File: src/rtl/crash_course_cpu_pkg.sv
// crash_course_cpu_pkg
//   Shared definitions for the crash-course CPU program loader:
//   opcode enumeration, instruction-word field positions, the halt word
//   and the loader FSM state type.
//   Optional feature macro: CRASH_COURSE_LOADER_AUTO_HALT_EN (used by the
//   loader, not by this package).
package crash_course_cpu_pkg;

  typedef enum logic [3:0] {
    OP_NOP        = 4'h0,
    OP_ADD        = 4'h1,
    OP_SUB        = 4'h2,
    OP_AND        = 4'h3,
    OP_OR         = 4'h4,
    OP_XOR        = 4'h5,
    OP_NOT        = 4'h6,
    OP_SHL        = 4'h7,
    OP_SHR        = 4'h8,
    OP_CMP        = 4'h9,
    OP_LOAD       = 4'hA,
    OP_LOAD_IMM   = 4'hB,
    OP_RESERVED_C = 4'hC,
    OP_HALT       = 4'hD,
    OP_JUMP       = 4'hE,
    OP_BRANCH     = 4'hF
  } opcode_e;

  // Field positions inside the 16-bit instruction word
  localparam int unsigned OPCODE_MSB = 15;
  localparam int unsigned OPCODE_LSB = 12;
  localparam int unsigned REG_A_MSB  = 11;
  localparam int unsigned REG_A_LSB  = 8;
  localparam int unsigned REG_B_MSB  = 7;
  localparam int unsigned REG_B_LSB  = 4;
  localparam int unsigned REG_C_MSB  = 3;
  localparam int unsigned REG_C_LSB  = 0;
  localparam int unsigned IMM_MSB    = 7;
  localparam int unsigned IMM_LSB    = 0;

  localparam logic [15:0] HALT_WORD = 16'hD000;

  typedef enum logic [1:0] {
    ST_IDLE   = 2'd0,
    ST_LOAD   = 2'd1,
    ST_APPEND = 2'd2,
    ST_DONE   = 2'd3
  } state_e;

endpackage

File: src/rtl/crash_course_cpu_instruction_packer.sv
// crash_course_cpu_instruction_packer
//   Combinational encoder: decoded fields -> 16-bit instruction word.
//   Ports:
//     opcode, reg_a, reg_b, reg_c (4 bits each), immediate (8 bits) : fields
//     word    : packed instruction
//     illegal : opcode is the reserved value C
module crash_course_cpu_instruction_packer
  import crash_course_cpu_pkg::*;
(
  input  logic [3:0]  opcode,
  input  logic [3:0]  reg_a,
  input  logic [3:0]  reg_b,
  input  logic [3:0]  reg_c,
  input  logic [7:0]  immediate,
  output logic [15:0] word,
  output logic        illegal
);

  always_comb begin
    word    = '0;
    illegal = 1'b0;
    word[OPCODE_MSB:OPCODE_LSB] = opcode;
    case (opcode_e'(opcode))
      OP_ADD, OP_SUB, OP_AND, OP_OR, OP_XOR,
      OP_NOT, OP_SHL, OP_SHR, OP_CMP: begin
        word[REG_A_MSB:REG_A_LSB] = reg_a;
        word[REG_B_MSB:REG_B_LSB] = reg_b;
        word[REG_C_MSB:REG_C_LSB] = reg_c;
      end
      OP_LOAD, OP_LOAD_IMM, OP_JUMP: begin
        word[REG_A_MSB:REG_A_LSB] = reg_a;
        word[IMM_MSB:IMM_LSB]     = immediate;
      end
      OP_BRANCH: begin
        // Top bit of the A field is forced to zero; only a 3-bit condition exists
        word[REG_A_MSB]               = 1'b0;
        word[REG_A_MSB-1:REG_A_LSB]   = reg_a[2:0];
        word[IMM_MSB:IMM_LSB]         = immediate;
      end
      OP_RESERVED_C: illegal = 1'b1;
      default: ;  // NOP and HALT carry no operands
    endcase
  end

endmodule

File: src/rtl/crash_course_cpu_program_loader.sv
// crash_course_cpu_program_loader
//   Accepts decoded instruction fields over valid/ready, packs them and
//   writes them sequentially into instruction memory from BASE_ADDR.
//   Optional feature macro: CRASH_COURSE_LOADER_AUTO_HALT_EN -- when defined,
//   a program whose last instruction is not HALT gets a HALT word appended.
//   Ports:
//     clk, rst (async, active-high), start
//     in_valid/in_ready, in_opcode, in_reg_a/b/c, in_immediate, in_last
//     mem_write_enable/addr/data : registered memory write port
//     busy (LOAD/APPEND), done (DONE), error (sticky), word_count
module crash_course_cpu_program_loader
  import crash_course_cpu_pkg::*;
#(
  parameter int unsigned            ADDR_WIDTH = 8,
  parameter logic [ADDR_WIDTH-1:0]  BASE_ADDR  = '0
) (
  input  logic                  clk,
  input  logic                  rst,
  input  logic                  start,
  input  logic                  in_valid,
  output logic                  in_ready,
  input  logic [3:0]            in_opcode,
  input  logic [3:0]            in_reg_a,
  input  logic [3:0]            in_reg_b,
  input  logic [3:0]            in_reg_c,
  input  logic [7:0]            in_immediate,
  input  logic                  in_last,
  output logic                  mem_write_enable,
  output logic [ADDR_WIDTH-1:0] mem_write_addr,
  output logic [15:0]           mem_write_data,
  output logic                  busy,
  output logic                  done,
  output logic                  error,
  output logic [ADDR_WIDTH:0]   word_count
);

  localparam logic [ADDR_WIDTH:0] FULL_COUNT = {1'b1, {ADDR_WIDTH{1'b0}}};

  state_e                state, state_next;
  logic [ADDR_WIDTH-1:0] addr;
  logic [ADDR_WIDTH:0]   count;
  logic                  error_q;
  logic                  wr_en;
  logic [ADDR_WIDTH-1:0] wr_addr;
  logic [15:0]           wr_data;

  logic [15:0] packed_word;
  logic        packed_illegal;
  logic        count_full;
  logic        load_start, write_word, write_halt, raise_error;

  crash_course_cpu_instruction_packer u_packer (
    .opcode    (in_opcode),
    .reg_a     (in_reg_a),
    .reg_b     (in_reg_b),
    .reg_c     (in_reg_c),
    .immediate (in_immediate),
    .word      (packed_word),
    .illegal   (packed_illegal)
  );

  assign count_full = (count == FULL_COUNT);

  always_ff @(posedge clk or posedge rst) begin
    if (rst) state <= ST_IDLE;
    else     state <= state_next;
  end

  always_comb begin
    state_next  = state;
    load_start  = 1'b0;
    write_word  = 1'b0;
    write_halt  = 1'b0;
    raise_error = 1'b0;
    case (state)
      ST_IDLE, ST_DONE: begin
        if (start) begin
          state_next = ST_LOAD;
          load_start = 1'b1;
        end
      end
      ST_LOAD: begin
        if (in_valid) begin
          if (packed_illegal || count_full) begin
            raise_error = 1'b1;
            state_next  = ST_DONE;
          end else begin
            write_word = 1'b1;
            if (in_last) begin
`ifdef CRASH_COURSE_LOADER_AUTO_HALT_EN
              state_next = (opcode_e'(in_opcode) == OP_HALT) ? ST_DONE : ST_APPEND;
`else
              state_next = ST_DONE;
`endif
            end
          end
        end
      end
`ifdef CRASH_COURSE_LOADER_AUTO_HALT_EN
      ST_APPEND: begin
        if (count_full) raise_error = 1'b1;
        else            write_halt  = 1'b1;
        state_next = ST_DONE;
      end
`endif
      default: state_next = ST_IDLE;
    endcase
  end

  always_ff @(posedge clk or posedge rst) begin
    if (rst) begin
      addr    <= BASE_ADDR;
      count   <= '0;
      error_q <= 1'b0;
      wr_en   <= 1'b0;
      wr_addr <= '0;
      wr_data <= '0;
    end else begin
      wr_en <= write_word | write_halt;
      if (load_start) begin
        addr    <= BASE_ADDR;
        count   <= '0;
        error_q <= 1'b0;
      end
      if (write_word || write_halt) begin
        wr_addr <= addr;
        wr_data <= write_halt ? HALT_WORD : packed_word;
        addr    <= addr + ADDR_WIDTH'(1);
        count   <= count + (ADDR_WIDTH+1)'(1);
      end
      if (raise_error) error_q <= 1'b1;
    end
  end

  assign in_ready         = (state == ST_LOAD);
  assign busy             = (state == ST_LOAD) || (state == ST_APPEND);
  assign done             = (state == ST_DONE);
  assign error            = error_q;
  assign word_count       = count;
  assign mem_write_enable = wr_en;
  assign mem_write_addr   = wr_addr;
  assign mem_write_data   = wr_data;

endmodule

File: config.mk
export PLATFORM = sky130hd
export DESIGN_NAME = crash_course_cpu_program_loader
export DESIGN_NICKNAME = d
export VERILOG_FILES = /design/src/rtl/crash_course_cpu_pkg.sv /design/src/rtl/crash_course_cpu_instruction_packer.sv /design/src/rtl/crash_course_cpu_program_loader.sv
export SDC_FILE = /design/constraint.sdc
export NUM_CORES = 1
export LEC_CHECK = 0
export ABC_AREA = 1
export CAP_MARGIN = 30
export CELL_PAD_IN_SITES_DETAIL_PLACEMENT = 0
export CELL_PAD_IN_SITES_GLOBAL_PLACEMENT = 1
export CORE_UTILIZATION = 25
export CTS_CLUSTER_DIAMETER = 60
export CTS_CLUSTER_SIZE = 24
export DETAILED_ROUTE_END_ITERATION = 16
export PLACE_DENSITY_LB_ADDON = 0.1
export SKIP_LAST_GASP = 1
export SYNTH_ARGS = -nofsm -noshare
export SYNTH_HDL_FRONTEND = slang
export SYNTH_HIERARCHICAL = 1
export SYNTH_SLANG_ARGS = --single-unit
export TNS_END_PERCENT = 10
File: constraint.sdc
create_clock -name clk -period 2.1 [get_ports clk]
set_input_delay 0.42 -clock clk [delete_from_list [all_inputs] [get_ports clk]]
set_output_delay 0.42 -clock clk [all_outputs]
set_load 0.005 [all_outputs]
==> results of run 1 <==
## flip-flops by register name (all words and copies together), names as in the netlist
signal / count
mem_write_enable: 1
addr: 8
error: 1
mem_write_addr: 8
word_count: 9
state: 2
mem_write_data: 16
## per-layer routing
metal  vias up  share of wire (%)  track usage [%]
met5         -                  0                0
met4         0               0.84             2.68
met3         5                3.0             3.09
met2        34                 48             21.5
met1      1070                 48             16.7
li1       1182                  -                -
## area by class of cell
| cell class | instances | area, um^2 |
|---|---|---|
| clock buffer | 5 | 68.8 |
| clock inverter | 1 | 5.00 |
| fill | 1122 | 6800 |
| inverter | 39 | 149 |
| multi-input combinational | 245 | 1260 |
| sequential | 45 | 1130 |
| tap | 136 | 170 |
| timing repair buffer | 76 | 786 |
## metrics by stage
stage               cells  util (%)  hold WS [ns]  power [mW]
finish                547      34.4         0.475        3.39
detailed placement    539      33.4         0.464        2.87
global route          547      34.4         0.499        3.67
CTS                   546      34.2         0.477        3.43
floorplan             344         -         0.472        2.15
global placement      539      33.4         0.466        2.87
## cell families (layout without fill, tap and decap cells)
| kind of cell | Yosys count | count (layout) | share of synthesized area, % |
|---|---|---|---|
| AO/OA/AOI/OAI | 14 | 14 | 4.06 |
| XOR/XNOR | 6 | 6 | 1.96 |
| adder cells (fa/ha/maj) | 7 | 7 | 3.27 |
| buffers and inverters | 54 | 121 | 11.3 |
| flip-flops | 45 | 45 | 42.0 |
| AND/OR/NAND/NOR | 218 | 218 | 37.4 |
## placed cells by master (no fill, tap or decap), types with 2 or more instances in the layout
| cell type | count |
|---|---|
| a21boi_1 | 2 |
| nand3_1 | 28 |
| o21ai_2 | 4 |
| inv_2 | 6 |
| inv_1 | 32 |
| dfrtp_1 | 44 |
| nor2_1 | 14 |
| xor2_1 | 6 |
| nand2_1 | 150 |
| ha_1 | 6 |
| clkbuf_8 | 5 |
| nor2_2 | 2 |
| buf_12 | 4 |
| o21ai_0 | 4 |
| clkdlybuf4s50_1 | 66 |
| nand2_2 | 3 |
| nand2_4 | 2 |
| buf_4 | 6 |
| nand3_2 | 17 |
## worst paths after layout
path,depth (start not counted),end,startpoint
setup / recovery,4,busy,state[0]$_DFFE_PP0P_
max in group asynchronous,3,state[0]$_DFFE_PP0P_,rst
hold reg to reg,2,mem_write_data[11]$_DFFE_PP0P_,mem_write_data[11]$_DFFE_PP0P_
min in group clk,2,mem_write_data[11]$_DFFE_PP0P_,mem_write_data[11]$_DFFE_PP0P_
setup reg to reg,9,addr[3]$_DFFE_PP0P_,word_count[0]$_DFFE_PP0P_
hold / removal,3,addr[7]$_DFFE_PP0P_,rst
## Yosys cell counts
cell	number	area, um^2
nand3_1	28	140
a21boi_1	2	15.0
inv_1	33	124
o22ai_1	1	6.26
xor2_1	6	52.6
ha_1	7	87.6
nand3_4	1	17.5
nor3_1	1	5.00
a21oi_1	1	5.00
o21ai_0	4	20.0
buf_6	2	22.5
inv_4	1	6.26
a21boi_2	1	11.3
nor2_2	2	12.5
nand2_1	150	563
o21ai_4	1	16.3
nand2_2	3	18.8
nor2_1	14	52.6
nand3_2	17	170
o21ai_2	4	35.0
dfrtp_1	45	1130
buf_4	9	67.6
inv_2	5	18.8
nand2_4	2	22.5
buf_12	3	60.1
buf_2	1	5.00
## power groups by stage
| stage | combinational [mW] | sequential, mW | clock (mW) |
|---|---|---|---|
| final | 1.57 | 1.31 | 0.512 |
| after global routing | 1.75 | 1.34 | 0.574 |
| after global placement | 1.54 | 1.34 | 0 |
| after detailed placement | 1.54 | 1.33 | 0 |
| after floorplan | 0.840 | 1.31 | 0 |
| after CTS | 1.58 | 1.31 | 0.544 |
## repair_timing
action	in CTS	in global routing
resized for setup	1	1
endpoints found under the hold margin	0	0
gates cloned	0	0
setup buffers	1	1
setup endpoints to repair	1	1
hold buffers	0	0
pin swaps	0	0
## worst reg2reg max path, stage by stage, from the launching register on
cell	delay, ns
dfrtp_1	0.46
inv_1	0.11
ha_1	0.22
nand2_1	0.07
nor2_2	0.05
nand2_2	0.09
nand3_4	0.14
inv_4	0.35
nand2_1	0.10
nand2_1	0.08
==> flow_summary.toml, run 1 <==
[global_route]
grt_max_degree = 46
grt_pass1_vias = 2184
grt_pass1_wl_mm = 11.1
grt.total_usage_pct = 12.8
antenna_found_initial = 0
grt_overflow = 0

[power]
power.density_mw_per_mm2 = 948
p_comb_share_pct = 46.3
seqPwrFrac_pct = 38.6
power.share.clock_pct = 15.1
p_sw_share_pct = 37.1
p_sw_mw = 1.25
p_int_mw = 2.13
p_leak_nw = 1.81
max-vdd-ir-drop_mv = 0.355

[clock_network]
clock_sinks = 45
clk_latency_ns = 0.30
cts_buffers = 5
ctsHtreeMaxLevel = 2
cts_buffer_depth = 2
cts_tree = "yes"
cts-root-buf = "clkbuf_8"
clkTransAtPathRegs_ns = 0.08

[sta]
fin_setup_tns_ns = 0
hold_violations = 0
setup_viol_count_final = 0
period_needed_ns = 2.00
max-slew-margin-rel_pct = 59.9
rsz0062_at_grt = "false"
fmax_mhz = 500
final_max_slew_viol_count = 0
final_min_period_over_clock_period_pct = 95.3
fin_skew_ns = 0.00907
worst_slack_ns = 0.0986
worstMarginPinSlew_ns = 0.599

[critical_path]
slowest_delay_ns = 0.49
crit_slowest_cell = "clkdlybuf4s50_1"
path_max_fanout = 2
cp_data_arrival_time_ns = 1.58
path_buf_inv = 3
cp-start-kind = "register"
worst_path_most_repeated_cell = "inv_1"
cp-end-kind = "output port"
crit_family = "buffers and inverters"
crit_required_ns = 1.68
cp_cell_sequence = "inv_1, ha_4, inv_1, clkdlybuf4s50_1"
r2r_setup_slack_ns = 0.37
path_class = "reg -> out"

[logic_synthesis]
synthCells = 344
synthDistinctLibCells = 26
yosysSeqAreaShare_pct = 42.0
ys_seq_elements = 45
avgSynthCellArea_um2 = 7.79
syn_nets = 380
yosys_warnings = 6
syn_area_mm2 = 0.00268

[die]
die_h_um = 106
dieArea_mm2 = 0.0111
start_util_pct = 25.9
pin_count = 67
rows = 37
die_w_um = 106
coreArea_mm2 = 0.0104

[place]
place_congestion = 0.697
port_buffers = 66
detailed_place_hpwl_mm = 4.63
place_ws_ns = 0.0572
dpl_cell_area_mm2 = 0.00347

[layout]
design_area_mm2 = 0.00357
num_antenna_cells = 0
synthToLayoutAreaGrowth_pct = 33.1
num-nets-final = 448
drive_gt1_share_pct = 13.6

[run_status]
status = "completed"

[drt]
drtAntennaViolNets = 0
dr.first_iter.drc_count = 113
first_pass_iters = 4
avgRoutedWirePerCell_um = 12.4
vias_per_cell = 4.19
drc = 0
via_count = 2291
routed_wl_mm = 6.79

[hold_path]
hold_class = "in -> async"

[run]
maxCapViolCount = 0
Power figures use the tool's default switching activity.
==> inputs of run 2 (changes only) <==
--- a/config.mk
+++ b/config.mk
@@ -9,11 +9,11 @@
 export CAP_MARGIN = 30
 export CELL_PAD_IN_SITES_DETAIL_PLACEMENT = 0
 export CELL_PAD_IN_SITES_GLOBAL_PLACEMENT = 1
-export CORE_UTILIZATION = 25
+export CORE_UTILIZATION = 38
 export CTS_CLUSTER_DIAMETER = 60
 export CTS_CLUSTER_SIZE = 24
 export DETAILED_ROUTE_END_ITERATION = 16
-export PLACE_DENSITY_LB_ADDON = 0.1
+export PLACE_DENSITY = 0.89
 export SKIP_LAST_GASP = 1
 export SYNTH_ARGS = -nofsm -noshare
 export SYNTH_HDL_FRONTEND = slang
==> run 2 against run 1 <==
Die area shrank 34%. Clock skew shrank 0.0066 ns. First-iteration DRC count shrank 37%. Cell count shrank 7.1%. Sequential share of layout area grew 0.29 points. Power grew 5.5%. Via count grew 0.96%. Global-route usage grew 5.3 points. Clock-buffer cell count is the same. Critical path type unchanged.
==> flow_summary.toml, run 2 (same netlist as run 1, synthesis figures left out) <==
[sta]
period_needed_ns = 2.02
setup_viol_count_final = 0
rsz0062_at_grt = "false"
fin_setup_tns_ns = 0
max-slew-margin-rel_pct = 62.5
hold_violations = 0
fin_skew_ns = 0.00247
worstMarginPinSlew_ns = 0.560
hold_ws_ns = 0.466
final_max_slew_viol_count = 0
fmax_mhz = 495
final_min_period_over_clock_period_pct = 96.2

[die]
pin_count = 67
die_h_um = 86
start_util_pct = 39.5
die_w_um = 86
coreArea_mm2 = 0.00679
rows = 30
dieArea_mm2 = 0.00740

[critical_path]
crit_required_ns = 1.68
cp_data_arrival_time_ns = 1.60
cp-end-kind = "output port"
path_max_fanout = 4
cp-start-kind = "register"
path_class = "reg -> out"

[power]
p_leak_nw = 1.83
power.density_mw_per_mm2 = 1010
max-vdd-ir-drop_mv = 0.503

[drt]
routed_wl_mm = 6.03
avgRoutedWirePerCell_um = 11.9
drc = 0
dr.first_iter.drc_count = 71
drtAntennaViolNets = 0
vias_per_cell = 4.55
via_count = 2313
first_pass_iters = 6

[layout]
largest_register_ffs = 16
num-nets-final = 447
drive_gt1_share_pct = 13.6
synthToLayoutAreaGrowth_pct = 31.8
num_antenna_cells = 0
layout_common_cells = "nand2_1 (150), clkdlybuf4s50_1 (66), dfrtp_1 (45)"
layout_commonest_cell = "nand2_1"

[run_status]
status = "completed"

[global_route]
grt_pass1_wl_mm = 10.7
grt_pass1_vias = 2287
grt_max_degree = 46
grt.total_usage_pct = 18.1
grt_overflow = 0
antenna_found_initial = 0

[run]
maxCapViolCount = 0

[clock_network]
cts_buffer_depth = 2
clk_latency_ns = 0.30
clock_sinks = 45
cts-root-buf = "clkbuf_8"
ctsHtreeMaxLevel = 2
cts_buffers = 5
cts_tree = "yes"
clkTransAtPathRegs_ns = 0.09

[hold_path]
hold_class = "in -> async"

[place]
detailed_place_hpwl_mm = 4.26
place_congestion = 0.773
port_buffers = 66
==> run 2: cell count changes in the layout (fill, tap and decap cells not counted), sizes merged <==
cell,delta
buf,-1
bufinv,+2
==> run 2: path summary, 6_finish.rpt <==
kind | from | end | slack, ns | cells past startpoint
setup / recovery | state[1]$_DFFE_PP0P_ | busy | 0.08 | 3
hold / removal | rst | mem_write_addr[5]$_DFFE_PP0P_ | 0.47 | 3
setup reg to reg | word_count[0]$_DFFE_PP0P_ | word_count[5]$_DFFE_PP0P_ | 0.46 | 9
hold reg to reg | mem_write_data[9]$_DFFE_PP0P_ | mem_write_data[9]$_DFFE_PP0P_ | 0.49 | 2
max in group asynchronous | rst | addr[3]$_DFFE_PP0P_ | 1.42 | 3
min in group clk | mem_write_data[9]$_DFFE_PP0P_ | mem_write_data[9]$_DFFE_PP0P_ | 0.49 | 2
==> run 2: repair_timing <==
action	in CTS	in global routing
resized for setup	0	1
hold buffers	0	0
setup endpoints to repair	1	1
setup buffers	1	0
==> run 2: cell type report <==
cell class | count | area, um^2
Clock buffer | 5 | 68.8
Timing Repair Buffer | 75 | 753
Tap cell | 96 | 120
Fill cell | 651 | 3260
Multi-Input combinational cell | 245 | 1250
Inverter | 39 | 149
Clock inverter | 3 | 65.1
Sequential cell | 45 | 1130
==> run 2: where the power goes <==
| part | total [mW] | internal, mW | switching, mW |
|---|---|---|---|
| logic | 1.48 | 0.747 | 0.731 |
| registers | 1.32 | 1.11 | 0.207 |
| clock network | 0.776 | 0.473 | 0.303 |
| total | 3.57 | 2.33 | 1.24 |
==> run 2: per-stage QoR <==
stage	cell area, um^2	total power, mW	worst slack [ns]	std cells	util [%]
4_1_cts	3530	3.60	0.0600	508	52.0
3_5_place_dp	3390	2.79	0.127	499	49.9
5_1_grt	3530	3.83	0.00280	508	52.0
2_1_floorplan	2680	2.15	0.621	344	-
6_report	3530	3.57	0.0808	508	52.0
3_3_place_gp	3390	2.77	0.156	499	49.9
==> run 2: metal layers <==
metal	wire length, um	up-vias	track usage (%)	share of wire (%)
li1	-	1183	-	-
met1	2960	1073	23.9	49
met2	2750	48	30.3	46
met3	226	9	3.46	3.7
met5	0	-	0	0
met4	89	0	5.00	1.5
==> run 2: worst max-delay path, cell delays in order (launching register included) <==
cell and delay (ns):
dfrtp_1 0.42, ha_1 0.33, inv_2 0.07, clkdlybuf4s50_1 0.49
==> inputs of run 3 (changes only) <==
--- a/config.mk
+++ b/config.mk
@@ -7,13 +7,12 @@
 export LEC_CHECK = 0
 export ABC_AREA = 1
 export CAP_MARGIN = 30
-export CELL_PAD_IN_SITES_DETAIL_PLACEMENT = 0
-export CELL_PAD_IN_SITES_GLOBAL_PLACEMENT = 1
-export CORE_UTILIZATION = 38
+export CORE_MARGIN = 5
+export CORE_UTILIZATION = 45
 export CTS_CLUSTER_DIAMETER = 60
 export CTS_CLUSTER_SIZE = 24
 export DETAILED_ROUTE_END_ITERATION = 16
-export PLACE_DENSITY = 0.89
+export PLACE_DENSITY = 0.78
 export SKIP_LAST_GASP = 1
 export SYNTH_ARGS = -nofsm -noshare
 export SYNTH_HDL_FRONTEND = slang
==> run 3 against run 2 <==
First-iteration DRC count increased by 34%. Combinational power increased by 3%. Clock skew increased by 0.0033 ns. Routed wire length increased by 0.38%. Cell count decreased by 4.7%. Largest cell class unchanged. Largest power group unchanged. Highest routed layer unchanged.
==> flow_summary.toml, run 3 (same netlist as run 1, synthesis figures left out) <==
[critical_path]
cp-start-kind = "register"
worst_path_most_repeated_cell = "inv_1"
cp_data_arrival_time_ns = 1.60
crit_slowest_cell = "clkdlybuf4s50_1"
crit_required_ns = 1.68
path_buf_inv = 3
path_max_fanout = 2
slowest_delay_ns = 0.51
cp_cell_sequence = "inv_1, ha_4, inv_1, clkdlybuf4s50_1"
path_class = "reg -> out"
crit_family = "buffers and inverters"
cp-end-kind = "output port"

[global_route]
antenna_found_initial = 0
grt_max_degree = 38
grt_pass1_wl_mm = 10.3
grt_overflow = 0
grt_pass1_vias = 2242
grt.total_usage_pct = 17.1

[sta]
hold_violations = 0
hold_ws_ns = 0.471
fin_skew_ns = 0.00575
final_min_period_over_clock_period_pct = 96.2
worstMarginPinSlew_ns = 0.558
max-slew-margin-rel_pct = 62.6
setup_viol_count_final = 0
fin_setup_tns_ns = 0
fmax_mhz = 495
period_needed_ns = 2.02
rsz0062_at_grt = "false"
final_max_slew_viol_count = 0

[clock_network]
clkTransAtPathRegs_ns = 0.08
cts_buffers = 5
clock_sinks = 45
cts-root-buf = "clkbuf_8"
cts_buffer_depth = 2
cts_hold_buffers = 0
cts_tree = "yes"
clk_latency_ns = 0.29
ctsHtreeMaxLevel = 2

[power]
p_sw_mw = 1.23
p_sw_share_pct = 36.7
p_comb_share_pct = 45.2
power.share.clock_pct = 16.0
p_leak_nw = 1.79
p_int_mw = 2.13
power.density_mw_per_mm2 = 971
max-vdd-ir-drop_mv = 0.480
seqPwrFrac_pct = 38.9

[die]
dieArea_mm2 = 0.00760
die_w_um = 87.2
pin_count = 67
rows = 28
coreArea_mm2 = 0.00585
die_h_um = 87.2
start_util_pct = 45.8

[layout]
num-nets-final = 445
synthToLayoutAreaGrowth_pct = 28.9
layout_commonest_cell = "nand2_1"
largest_register_ffs = 16
layout_common_cells = "nand2_1 (150), clkdlybuf4s50_1 (66), dfrtp_1 (45)"
drive_gt1_share_pct = 12.7
num_antenna_cells = 0

[place]
detailed_place_hpwl_mm = 4.38
port_buffers = 66
place_congestion = 0.785

[drt]
dr.first_iter.drc_count = 95
top_layer = "met4"
first_pass_iters = 5
drtAntennaViolNets = 0
drc = 0
via_count = 2328
drt-met1-wl_mm = 2.52
routed_wl_mm = 6.05
vias_per_cell = 4.81
wl_met3_um = 266
wl_met2_mm = 3.16
avgRoutedWirePerCell_um = 12.5

[hold_path]
hold_class = "in -> async"

[run]
maxCapViolCount = 0

[run_status]
status = "completed"
[run 3: changes by cell type in the layout (fill, tap and decap cells not counted), sizes merged]
cell / change
clkinv: -1
clkbuf: +2
buf: -2
bufinv: -2
[run 3: worst paths after layout]
check	cells past startpoint	from	endpoint	slack, ns
setup / recovery	4	state[0]$_DFFE_PP0P_	busy	0.08
hold / removal	2	rst	mem_write_data[0]$_DFFE_PP0P_	0.47
setup reg to reg	9	word_count[0]$_DFFE_PP0P_	addr[1]$_DFFE_PP0P_	0.44
hold reg to reg	2	mem_write_data[15]$_DFFE_PP0P_	mem_write_data[15]$_DFFE_PP0P_	0.49
max in group asynchronous	3	rst	mem_write_addr[4]$_DFFE_PP0P_	1.14
min in group clk	2	mem_write_data[15]$_DFFE_PP0P_	mem_write_data[15]$_DFFE_PP0P_	0.49
[run 3: worst register-to-register path: cells and delay by family (launching register included)]
kind	cells	cell delay, ns
simple gates	6	0.50
fa+ha+maj	1	0.21
buf+inv	2	0.42
flops	1	0.47
[run 3: stage by stage]
| stage | area [um^2] | cells | worst slack (ns) | utilization (%) | total power [mW] |
|---|---|---|---|---|---|
| after global routing | 3460 | 484 | 0.0195 | 59.1 | 3.60 |
| after detailed placement | 3350 | 476 | 0.131 | 57.3 | 2.80 |
| final | 3460 | 484 | 0.0807 | 59.1 | 3.36 |
| after global placement | 3350 | 476 | 0.210 | 57.3 | 2.76 |
| after CTS | 3440 | 484 | 0.0429 | 58.9 | 3.36 |
| after floorplan | 2680 | 344 | 0.621 | - | 2.15 |
[run 3: cell type report]
class | instances | area [um^2]
fill | 519 | 2390
multi-input combinational | 245 | 1260
sequential | 45 | 1130
timing repair buffer | 73 | 738
inverter | 39 | 149
tap | 75 | 93.8
clock buffer | 7 | 86.3
[run 3: per-layer routing]
layer  global-route usage [%]  vias up
li1                         -     1180
met5                        0        -
met1                     21.4     1079
met3                     3.03       10
met2                     29.3       59
met4                     6.14        0
[run 3: power by group through the flow]
stage | Clock (mW) | Sequential [mW] | Combinational, mW
after floorplan | 0 | 1.31 | 0.840
after global routing | 0.584 | 1.34 | 1.68
final | 0.536 | 1.31 | 1.52
after CTS | 0.549 | 1.30 | 1.51
after detailed placement | 0 | 1.32 | 1.48
after global placement | 0 | 1.31 | 1.45
[run 3: repair_timing]
action	4_1_cts	5_1_grt
gates cloned	0	0
gates resized for setup	0	1
setup buffers	1	0
endpoints found under the setup margin	1	1
